==> src/rtl/vga_timing_ctrl_if.sv <==
// Bus between the VGA timing controller and its consumers (framebuffer reader,
// overlay logic, pin drivers). The controller drives timing; the consumer drives en.
interface vga_timing_ctrl_if #(
    parameter int WIDTH  = 12,
    parameter int ADDR_W = 20
);
    logic              en;
    logic [WIDTH-1:0]  hdata;
    logic [WIDTH-1:0]  vdata;
    logic [ADDR_W-1:0] fb_addr;
    logic              fb_req;
    logic              hsync;
    logic              vsync;
    logic              data_enable;
    logic              line_start;
    logic              frame_start;
    logic [15:0]       frame_count;

    modport master (
        input  en,
        output hdata, vdata, fb_addr, fb_req, hsync, vsync, data_enable,
               line_start, frame_start, frame_count
    );

    modport slave (
        output en,
        input  hdata, vdata, fb_addr, fb_req, hsync, vsync, data_enable,
               line_start, frame_start, frame_count
    );
endinterface

==> src/rtl/vga_timing_ctrl.sv <==
// VGA timing controller: raw pixel/line counters, replicated framebuffer address,
// and sync/enable delayed by LAT enabled pixels to line up with framebuffer data.
module vga_timing_ctrl #(
    parameter int   WIDTH  = 12,
    parameter int   HSIZE  = 800,
    parameter int   HFP    = 856,
    parameter int   HSP    = 976,
    parameter int   HMAX   = 1040,
    parameter int   VSIZE  = 600,
    parameter int   VFP    = 637,
    parameter int   VSP    = 643,
    parameter int   VMAX   = 666,
    parameter logic HSPP   = 1'b1,
    parameter logic VSPP   = 1'b1,
    parameter int   LAT    = 2,
    parameter int   SCALE  = 0,
    parameter int   ADDR_W = 20
) (
    input  logic                clk,
    input  logic                rst,
    vga_timing_ctrl_if.master   bus
);
    localparam logic [WIDTH-1:0]  HSIZE_W  = WIDTH'(HSIZE);
    localparam logic [WIDTH-1:0]  HFP_W    = WIDTH'(HFP);
    localparam logic [WIDTH-1:0]  HSP_W    = WIDTH'(HSP);
    localparam logic [WIDTH-1:0]  H_LAST   = WIDTH'(HMAX - 1);
    localparam logic [WIDTH-1:0]  VSIZE_W  = WIDTH'(VSIZE);
    localparam logic [WIDTH-1:0]  VFP_W    = WIDTH'(VFP);
    localparam logic [WIDTH-1:0]  VSP_W    = WIDTH'(VSP);
    localparam logic [WIDTH-1:0]  V_LAST   = WIDTH'(VMAX - 1);
    localparam logic [WIDTH:0]    VSIZE_X  = (WIDTH+1)'(VSIZE);
    localparam logic [WIDTH:0]    SMASK    = (WIDTH+1)'((1 << SCALE) - 1);
    localparam logic [ADDR_W-1:0] ROW_STEP = ADDR_W'(HSIZE >> SCALE);

    logic              en;
    logic [WIDTH-1:0]  hcnt, vcnt;
    logic [ADDR_W-1:0] row_base;
    logic [15:0]       frame_cnt;
    logic [WIDTH:0]    v_inc;
    logic [WIDTH-1:0]  h_scaled;
    logic              line_end, frame_end;
    logic              vis_raw, hs_raw, vs_raw;

    assign en        = bus.en;
    assign line_end  = (hcnt == H_LAST);
    assign frame_end = line_end && (vcnt == V_LAST);
    assign v_inc     = {1'b0, vcnt} + (WIDTH+1)'(1);
    assign h_scaled  = hcnt >> SCALE;

    assign vis_raw = (hcnt < HSIZE_W) && (vcnt < VSIZE_W);
    assign hs_raw  = ((hcnt >= HFP_W) && (hcnt < HSP_W)) ? HSPP : ~HSPP;
    assign vs_raw  = ((vcnt >= VFP_W) && (vcnt < VSP_W)) ? VSPP : ~VSPP;

    always_ff @(posedge clk) begin
        if (rst) begin
            hcnt      <= '0;
            vcnt      <= '0;
            row_base  <= '0;
            frame_cnt <= '0;
        end else if (en) begin
            hcnt <= line_end ? '0 : hcnt + WIDTH'(1);
            if (line_end) begin
                // row_base advances once per 2^SCALE visible lines, never via a multiply
                if (vcnt == V_LAST) begin
                    vcnt     <= '0;
                    row_base <= '0;
                end else begin
                    vcnt <= vcnt + WIDTH'(1);
                    if ((v_inc < VSIZE_X) && ((v_inc & SMASK) == '0))
                        row_base <= row_base + ROW_STEP;
                end
            end
            if (frame_end)
                frame_cnt <= frame_cnt + 16'd1;
        end
    end

    generate
        if (LAT == 0) begin : g_nodly
            assign bus.hsync       = hs_raw;
            assign bus.vsync       = vs_raw;
            assign bus.data_enable = vis_raw;
        end else begin : g_dly
            logic [LAT-1:0] hs_q, vs_q, de_q;
            always_ff @(posedge clk) begin
                if (rst) begin
                    hs_q <= {LAT{~HSPP}};
                    vs_q <= {LAT{~VSPP}};
                    de_q <= '0;
                end else if (en) begin
                    hs_q <= LAT'({hs_q, hs_raw});
                    vs_q <= LAT'({vs_q, vs_raw});
                    de_q <= LAT'({de_q, vis_raw});
                end
            end
            assign bus.hsync       = hs_q[LAT-1];
            assign bus.vsync       = vs_q[LAT-1];
            assign bus.data_enable = de_q[LAT-1];
        end
    endgenerate

    assign bus.hdata       = hcnt;
    assign bus.vdata       = vcnt;
    assign bus.fb_addr     = row_base + ADDR_W'(h_scaled);
    assign bus.fb_req      = vis_raw;
    assign bus.line_start  = en && !rst && (hcnt == '0);
    assign bus.frame_start = en && !rst && (hcnt == '0) && (vcnt == '0);
    assign bus.frame_count = frame_cnt;
endmodule
==> src/flat_wrapper.sv <==
// flat-port wrapper written by rule: the top's interface ports become plain ports
module vga_timing_ctrl_flat 
#(
    parameter int   WIDTH  = 12,
    parameter int   HSIZE  = 800,
    parameter int   HFP    = 856,
    parameter int   HSP    = 976,
    parameter int   HMAX   = 1040,
    parameter int   VSIZE  = 600,
    parameter int   VFP    = 637,
    parameter int   VSP    = 643,
    parameter int   VMAX   = 666,
    parameter logic HSPP   = 1'b1,
    parameter logic VSPP   = 1'b1,
    parameter int   LAT    = 2,
    parameter int   SCALE  = 0,
    parameter int   ADDR_W = 20
)
  (clk, rst, bus_en, bus_hdata, bus_vdata, bus_fb_addr, bus_fb_req, bus_hsync, bus_vsync, bus_data_enable, bus_line_start, bus_frame_start, bus_frame_count);
  vga_timing_ctrl_if #(.WIDTH(WIDTH), .ADDR_W(ADDR_W)) bus_i ();
  input  logic clk;
  input  logic rst;
  input wire logic [$bits(bus_i.en)-1:0] bus_en;
  output wire logic [$bits(bus_i.hdata)-1:0] bus_hdata;
  output wire logic [$bits(bus_i.vdata)-1:0] bus_vdata;
  output wire logic [$bits(bus_i.fb_addr)-1:0] bus_fb_addr;
  output wire logic [$bits(bus_i.fb_req)-1:0] bus_fb_req;
  output wire logic [$bits(bus_i.hsync)-1:0] bus_hsync;
  output wire logic [$bits(bus_i.vsync)-1:0] bus_vsync;
  output wire logic [$bits(bus_i.data_enable)-1:0] bus_data_enable;
  output wire logic [$bits(bus_i.line_start)-1:0] bus_line_start;
  output wire logic [$bits(bus_i.frame_start)-1:0] bus_frame_start;
  output wire logic [$bits(bus_i.frame_count)-1:0] bus_frame_count;
  assign bus_i.en = bus_en;
  assign bus_hdata = bus_i.hdata;
  assign bus_vdata = bus_i.vdata;
  assign bus_fb_addr = bus_i.fb_addr;
  assign bus_fb_req = bus_i.fb_req;
  assign bus_hsync = bus_i.hsync;
  assign bus_vsync = bus_i.vsync;
  assign bus_data_enable = bus_i.data_enable;
  assign bus_line_start = bus_i.line_start;
  assign bus_frame_start = bus_i.frame_start;
  assign bus_frame_count = bus_i.frame_count;
  vga_timing_ctrl #(.WIDTH(WIDTH), .HSIZE(HSIZE), .HFP(HFP), .HSP(HSP), .HMAX(HMAX), .VSIZE(VSIZE), .VFP(VFP), .VSP(VSP), .VMAX(VMAX), .HSPP(HSPP), .VSPP(VSPP), .LAT(LAT), .SCALE(SCALE), .ADDR_W(ADDR_W)) u_core (.clk(clk), .rst(rst), .bus(bus_i));
endmodule
==> config.mk <==
export PLATFORM = sky130hd
export DESIGN_NAME = vga_timing_ctrl_flat
export DESIGN_NICKNAME = d
export VERILOG_FILES = /design/src/rtl/vga_timing_ctrl_if.sv /design/src/rtl/vga_timing_ctrl.sv /design/src/flat_wrapper.sv
export SDC_FILE = /design/constraint.sdc
export NUM_CORES = 1
export LEC_CHECK = 0
export CAP_MARGIN = 25
export CORE_ASPECT_RATIO = 2
export CORE_MARGIN = 8
export CORE_UTILIZATION = 40
export CTS_BUF_LIST = sky130_fd_sc_hd__clkbuf_4 sky130_fd_sc_hd__clkbuf_8 sky130_fd_sc_hd__clkbuf_16
export DETAILED_ROUTE_END_ITERATION = 12
export GPL_TIMING_DRIVEN = 1
export SKIP_CTS_REPAIR_TIMING = 1
export SYNTH_ARGS = -nofsm -noshare
export SYNTH_HDL_FRONTEND = slang
export SYNTH_SLANG_ARGS = --single-unit
==> constraint.sdc <==
create_clock -name clk -period 7.8 [get_ports clk]
set_input_delay 1.17 -clock clk [delete_from_list [all_inputs] [get_ports clk]]
set_output_delay 1.17 -clock clk [all_outputs]
set_load 0.005 [all_outputs]
==> run_results.csv, run 1 <==
group,metric,value,unit
outcome,status,"finished clean",
yosys,ys_warn_count,0,
layout,drive_gt1_frac,0.0550,
grt,grt_overflow_total,0,
placement,portBuffers,68,
setup_path,endpoint_kind,"primary output",
pwr,internal_power,0.616,mW
placement,dp_cells,596,
drt,vias_per_cell,5.48,
cts,clkTransAtPathRegs,0.05,ns
yosys,yosysUniqueCellTypes,54,
yosys,async_flop_share,0,
cts,root_buffer,"clkbuf_16",
setup_path,timing.rr.end,"u_core.row_base[14]$_SDFFE_PP0P_",
layout,n_fill_cell,859,
pwr,finalPower,0.770,mW
cts,cts_buffers,9,
yosys,synthFlopType,"dfxtp_1",
pwr,power_switching,0.154,mW
layout,instances_no_fill,611,
cts,clock-sinks,61,
die,num_rows,49,
cts,clockBufferDepth,2,
drt,vias,3351,
die,core,8890,um2
timing,hold_viol,0,
setup_path,crit_type,"in2out",
pwr,p_seq_frac,0.410,
pwr,p_per_area,166,nW/um2
yosys,synth_area_per_cell,8.03,um2
timing,grt_setup_unrepaired,"false",
pwr,p_leak,1.71,nW
grt,grt_pass1_wl,17.1,mm
timing,fmax,225,MHz
yosys,synth-seq-cells,61,
yosys,syn_nets,469,
placement,routabilityCongestion,0.858,
die,die_area,12500,um2
setup_path,crit_required,6.63,ns
layout,antenna-diode-count,0,
layout,area_growth,28.3,%
die,initial_core_util,0.406,
setup_path,reg2reg_depth,8,
pwr,pwr-share-comb,0.034,
die,die_x,83.2,um
yosys,synthTopCellsByArea,"dfxtp_1 34%, nor2_1 6.1%, xor2_1 5.8%",
placement,dp_hpwl,7.51,mm
yosys,seq_area_frac_synth,0.338,
setup_path,r2r_setup_slack,4.60,ns
worst_hold_path,hold_path.class,"reg2reg",
grt,grt_pass1_vias,3360,
timing,slew_headroom,0.508,
cts,htree_levels,3,
timing,tightest_slew,0.732,ns
setup_path,worstSetupStartpointType,"primary input",
layout,final_common_cell,"clkdlybuf4s50_1",
worst_hold_path,worstHoldEndpoint,"u_core.row_base[19]$_SDFFE_PP0P_",
die,die_y,150,um
grt,antenna_found_initial,0,
die,io_pins,69,
yosys,synth_edf_count,0,
yosys,syn_area,3610,um2
layout,final_cell_mix,"68 x clkdlybuf4s50_1, 61 x dfxtp_1, 59 x nor2_1",
drt,drtIter0Drc,287,
grt,grt_max_degree,34,
timing,setup_tns,0,ns
drt,wire_per_inst,16.6,um
timing,slew_violations,0,
timing,fin_skew,0.00786,ns
setup_path,r2r_start,"u_core.bus.vdata[0]$_SDFFE_PP0P_",
drt,routed_wl,10.1,mm
timing,hold_ws,0.489,ns
yosys,netlist_instances,450,
pwr,max-vdd-ir-drop,0.156,mV
drt,dr.pass1.iters,4,
worst_hold_path,min_from,"u_core.row_base[19]$_SDFFE_PP0P_",
worst_hold_path,holdPathStages,1,
setup_path,arrival,3.27,ns
timing,post-route-period-util,0.570,
pwr,swShare,0.200,
timing,fin_crit,4.44,ns
drt,drt_drc_violations_left,0,
grt,grt_usage,0.167,
pwr,p_clk_frac,0.556,
cts,clkLatencyLatePin,0.33,ns
cts,cts_tree,"built",
yosys,synth_top_area_share,0.338,
setup_path,cp_max_fo,15,
job,drv_cap,0,
timing,setup_viol,0,
yosys,synth_area_leader_cell,"dfxtp_1",
layout,nets,524,
drt,ant_nets,0,
cell usage after synthesis, types with 2 or more instances:
| cell | n |
|---|---|
| a211oi_1 | 2 |
| a21o_1 | 5 |
| a21oi_1 | 18 |
| a32oi_1 | 2 |
| and2_1 | 5 |
| and3_1 | 7 |
| and4_1 | 4 |
| buf_1 | 2 |
| buf_6 | 2 |
| clkbuf_1 | 19 |
| dfxtp_1 | 61 |
| ha_1 | 16 |
| inv_1 | 10 |
| mux2_2 | 2 |
| mux2i_1 | 7 |
| nand2_1 | 42 |
| nand2b_1 | 10 |
| nand3_1 | 21 |
| nand4_1 | 13 |
| nor2_1 | 59 |
| nor2b_1 | 3 |
| nor3_1 | 9 |
| nor4_1 | 5 |
| nor4b_1 | 2 |
| o21ai_0 | 32 |
| o21bai_1 | 4 |
| o31ai_1 | 8 |
| or3_1 | 8 |
| or3_4 | 2 |
| xnor2_1 | 23 |
| xor2_1 | 24 |
per-stage QoR:
step           utilization  cell area [um2]  setup slack, ns
3_3_place_gp         0.485             4310             3.39
6_report             0.521             4630             3.36
5_1_grt              0.521             4630             3.21
2_1_floorplan            -             3610             4.78
3_5_place_dp         0.485             4310             3.36
4_1_cts              0.521             4630             3.36
sequential cells by signal, indices dropped and copies added (netlist names):
register	flops
u_core.row_base	15
u_core.bus.vdata	12
u_core.bus.frame_count	16
u_core.g_dly.de_q	2
u_core.g_dly.hs_q	2
u_core.bus.hdata	12
u_core.g_dly.vs_q	2
critical path, cell delays in order:
cell	delay (ns)
clkdlybuf4s50_1	0.87
nor4bb_1	0.28
and4b_1	0.27
and4_1	0.19
clkdlybuf4s50_1	0.50
cells by family after synthesis:
| family | count (synthesis) | share of synthesized area |
|---|---|---|
| AO/OA/AOI/OAI | 78 | 0.129 |
| buffers and inverters | 35 | 0.0419 |
| adder cells (fa/ha/maj) | 16 | 0.0554 |
| AND/OR/NAND/NOR | 203 | 0.295 |
| multiplexers | 9 | 0.0256 |
| XOR/XNOR | 47 | 0.114 |
| other | 1 | 0.00104 |
| flip-flops | 61 | 0.338 |
cell type report:
type	count	area [um2]	share of cell area
tap	102	128	0.0275
multi-input combinational	354	2240	0.483
clock buffer	11	246	0.0532
inverter	10	37.5	0.00810
sequential	61	1220	0.264
clock inverter	4	72.6	0.0157
timing repair buffer	69	688	0.149
how the worst max path moves through the flow:
stage | start | endpoint | slack [ns] | cells past startpoint
after floorplan | u_core.bus.hdata[6]$_SDFFE_PP0P_ | bus_fb_addr[17] | 4.78 | 8
after global placement | bus_en | bus_frame_start | 3.39 | 5
after detailed placement | bus_en | bus_frame_start | 3.36 | 5
after CTS | bus_en | bus_frame_start | 3.36 | 5
after global routing | bus_en | bus_frame_start | 3.21 | 5
final | bus_en | bus_frame_start | 3.36 | 5
layer usage:
| metal | GRT usage | wire length, um |
|---|---|---|
| met3 | 0.0525 | 659 |
| met2 | 0.301 | 5200 |
| met4 | 0.0779 | 264 |
| met5 | 0 | 0 |
| met1 | 0.169 | 4020 |
power groups by stage:
stage	Clock, mW	Combinational (mW)	Sequential [mW]
after floorplan	0	0.0144	0.322
after detailed placement	0	0.0264	0.323
final	0.428	0.0262	0.316
after global routing	0.446	0.0290	0.316
after CTS	0.434	0.0268	0.316
after global placement	0	0.0261	0.322
Note: power is estimated with default switching activity, not from simulation.
==> run 2, diff against run 1 <==
PLACE_DENSITY = 0.67   (was unset)
clock period = 3.9 ns   (was 7.8 ns; I/O delays follow)
==> run_results.csv, run 2 (synthesis results as in run 1) <==
group,metric,value,unit
layout,nets,530,
layout,ff_latch_area,1220,um2
pwr,finalPower,1.57,mW
layout,multiInputGateArea,2240,um2
placement,portBuffers,68,
cts,cts_tree,"built",
drt,dr.pass1.iters,4,
layout,drive_gt1_frac,0.0678,
layout,final_cell_mix,"68 x clkdlybuf4s50_1, 61 x dfxtp_1, 59 x nor2_1",
die,core,8890,um2
timing,slew_violations,0,
setup_path,crit_path_cell_trace,"ha_1, a31oi_1, o21ai_0, o41ai_1, o21bai_1, nand3_1, xnor2_1, clkdlybuf4s50_1",
die,die_x,83.2,um
grt,grt_pass1_wl,17.0,mm
placement,dp_cells,602,
die,die_y,150,um
grt,grt_pass1_vias,3482,
setup_path,critPathSlowestCell,"o41ai_1",
pwr,p_per_area,334,nW/um2
drt,vias,3451,
pwr,p_leak,1.75,nW
setup_path,crit_type,"reg2out",
setup_path,endpoint_kind,"primary output",
pwr,max-vdd-ir-drop,0.262,mV
layout,instances_no_fill,618,
setup_path,worst_path_largest_cell_delay,0.52,ns
timing,setup_viol,0,
timing,tightest_slew,0.596,ns
drt,drt_drc_violations_left,0,
timing,fin_crit,3.56,ns
cts,root_buffer,"clkbuf_16",
setup_path,cp_max_fo,9,
die,die_area,12500,um2
drt,routed_wl,10.1,mm
outcome,status,"finished clean",
grt,grt_max_degree,33,
timing,worst_slack,0.337,ns
timing,fmax,281,MHz
grt,busiest_layer,"met2",
cts,clkTransAtPathRegs,0.05,ns
timing,fin_skew,0.00762,ns
grt,antenna_found_initial,0,
worst_hold_path,hold_path.class,"reg2reg",
placement,routabilityCongestion,0.900,
timing,post-route-period-util,0.914,
cts,clkLatencyLatePin,0.33,ns
layout,area_growth,30.0,%
cts,cts_buffers,9,
grt,use_met1,0.162,
die,initial_core_util,0.406,
drt,ant_nets,0,
die,io_pins,69,
layout,antenna-diode-count,0,
setup_path,arrival,2.98,ns
grt,grtUsageMet3,0.0542,
timing,slew_headroom,0.598,
cts,htree_levels,3,
timing,hold_viol,0,
setup_path,crit_required,3.31,ns
grt,grtUsageMet2,0.292,
layout,n_fill_cell,844,
job,drv_cap,0,
drt,drtIter0Drc,180,
placement,dp_hpwl,7.57,mm
setup_path,crit_buf_inv,1,
layout,final_common_cell,"clkdlybuf4s50_1",
die,num_rows,49,
timing,grt_setup_unrepaired,"false",
grt,grt_overflow_total,0,
placement,post-place-ws,0.679,ns
setup_path,worstSetupStartpointType,"flop",
layout,largest_reg_flops,16,
grt,grt_usage,0.166,
drt,vias_per_cell,5.58,
cts,clock-sinks,61,
timing,setup_tns,0,ns
setup_path,critPathTopFamily,"compound AO/OA/AOI/OAI gates",
drt,wire_per_inst,16.3,um
cts,clockBufferDepth,2,
==> run 2: path summary, 6_finish.rpt <==
kind                                                         from                           endpoint  slack, ns  cells after the start
worst min register to register  u_core.g_dly.vs_q[0]$_SDFFE_PP0P_  u_core.g_dly.vs_q[0]$_SDFFE_PP0P_       0.48                      2
worst max register to register   u_core.bus.vdata[0]$_SDFFE_PP0P_   u_core.row_base[16]$_SDFFE_PP0P_       0.91                      8
worst max-delay path             u_core.bus.hdata[5]$_SDFFE_PP0P_                    bus_fb_addr[14]       0.34                      8
worst min-delay path            u_core.g_dly.vs_q[0]$_SDFFE_PP0P_  u_core.g_dly.vs_q[0]$_SDFFE_PP0P_       0.48                      2
==> run 2: worst reg2reg max path: stages, from the launching register on <==
cell and delay (ns):
dfxtp_1 0.54, ha_1 0.36, nand4_1 0.24, nor3_1 0.42, mux2i_1 0.26, and2_1 0.28, nand4_1 0.27, or3_1 0.38
a21oi_1 0.17
==> run 2: area by class of cell <==
type / count / area share
Multi-Input combinational cell: 354 / 0.477
Inverter: 10 / 0.00800
Tap cell: 102 / 0.0272
Clock inverter: 3 / 0.0144
Sequential cell: 61 / 0.260
Timing Repair Buffer: 75 / 0.156
Clock buffer: 13 / 0.0570
==> run 2: where the power goes <==
group	internal [mW]	switching (mW)	total, mW	leakage, nW
Clock	0.608	0.275	0.883	0.163
Sequential	0.628	0.00452	0.632	0.492
Combinational	0.0267	0.0269	0.0536	1.09
Total	1.26	0.307	1.57	1.75
==> run 2: layer usage <==
| metal | vias up | wire, um |
|---|---|---|
| met5 | - | 0 |
| met4 | 0 | 478 |
| met3 | 32 | 605 |
| met2 | 105 | 5140 |
| met1 | 1610 | 3860 |
| li1 | 1704 | - |
==> run 2: per-stage QoR <==
step / utilization / area (um2) / hold WS [ns]
after global routing: 0.528 / 4690 / 0.514
after detailed placement: 0.490 / 4360 / 0.474
final: 0.528 / 4690 / 0.480
after floorplan: - / 3610 / 0.446
after global placement: 0.490 / 4360 / 0.471
after CTS: 0.528 / 4690 / 0.484
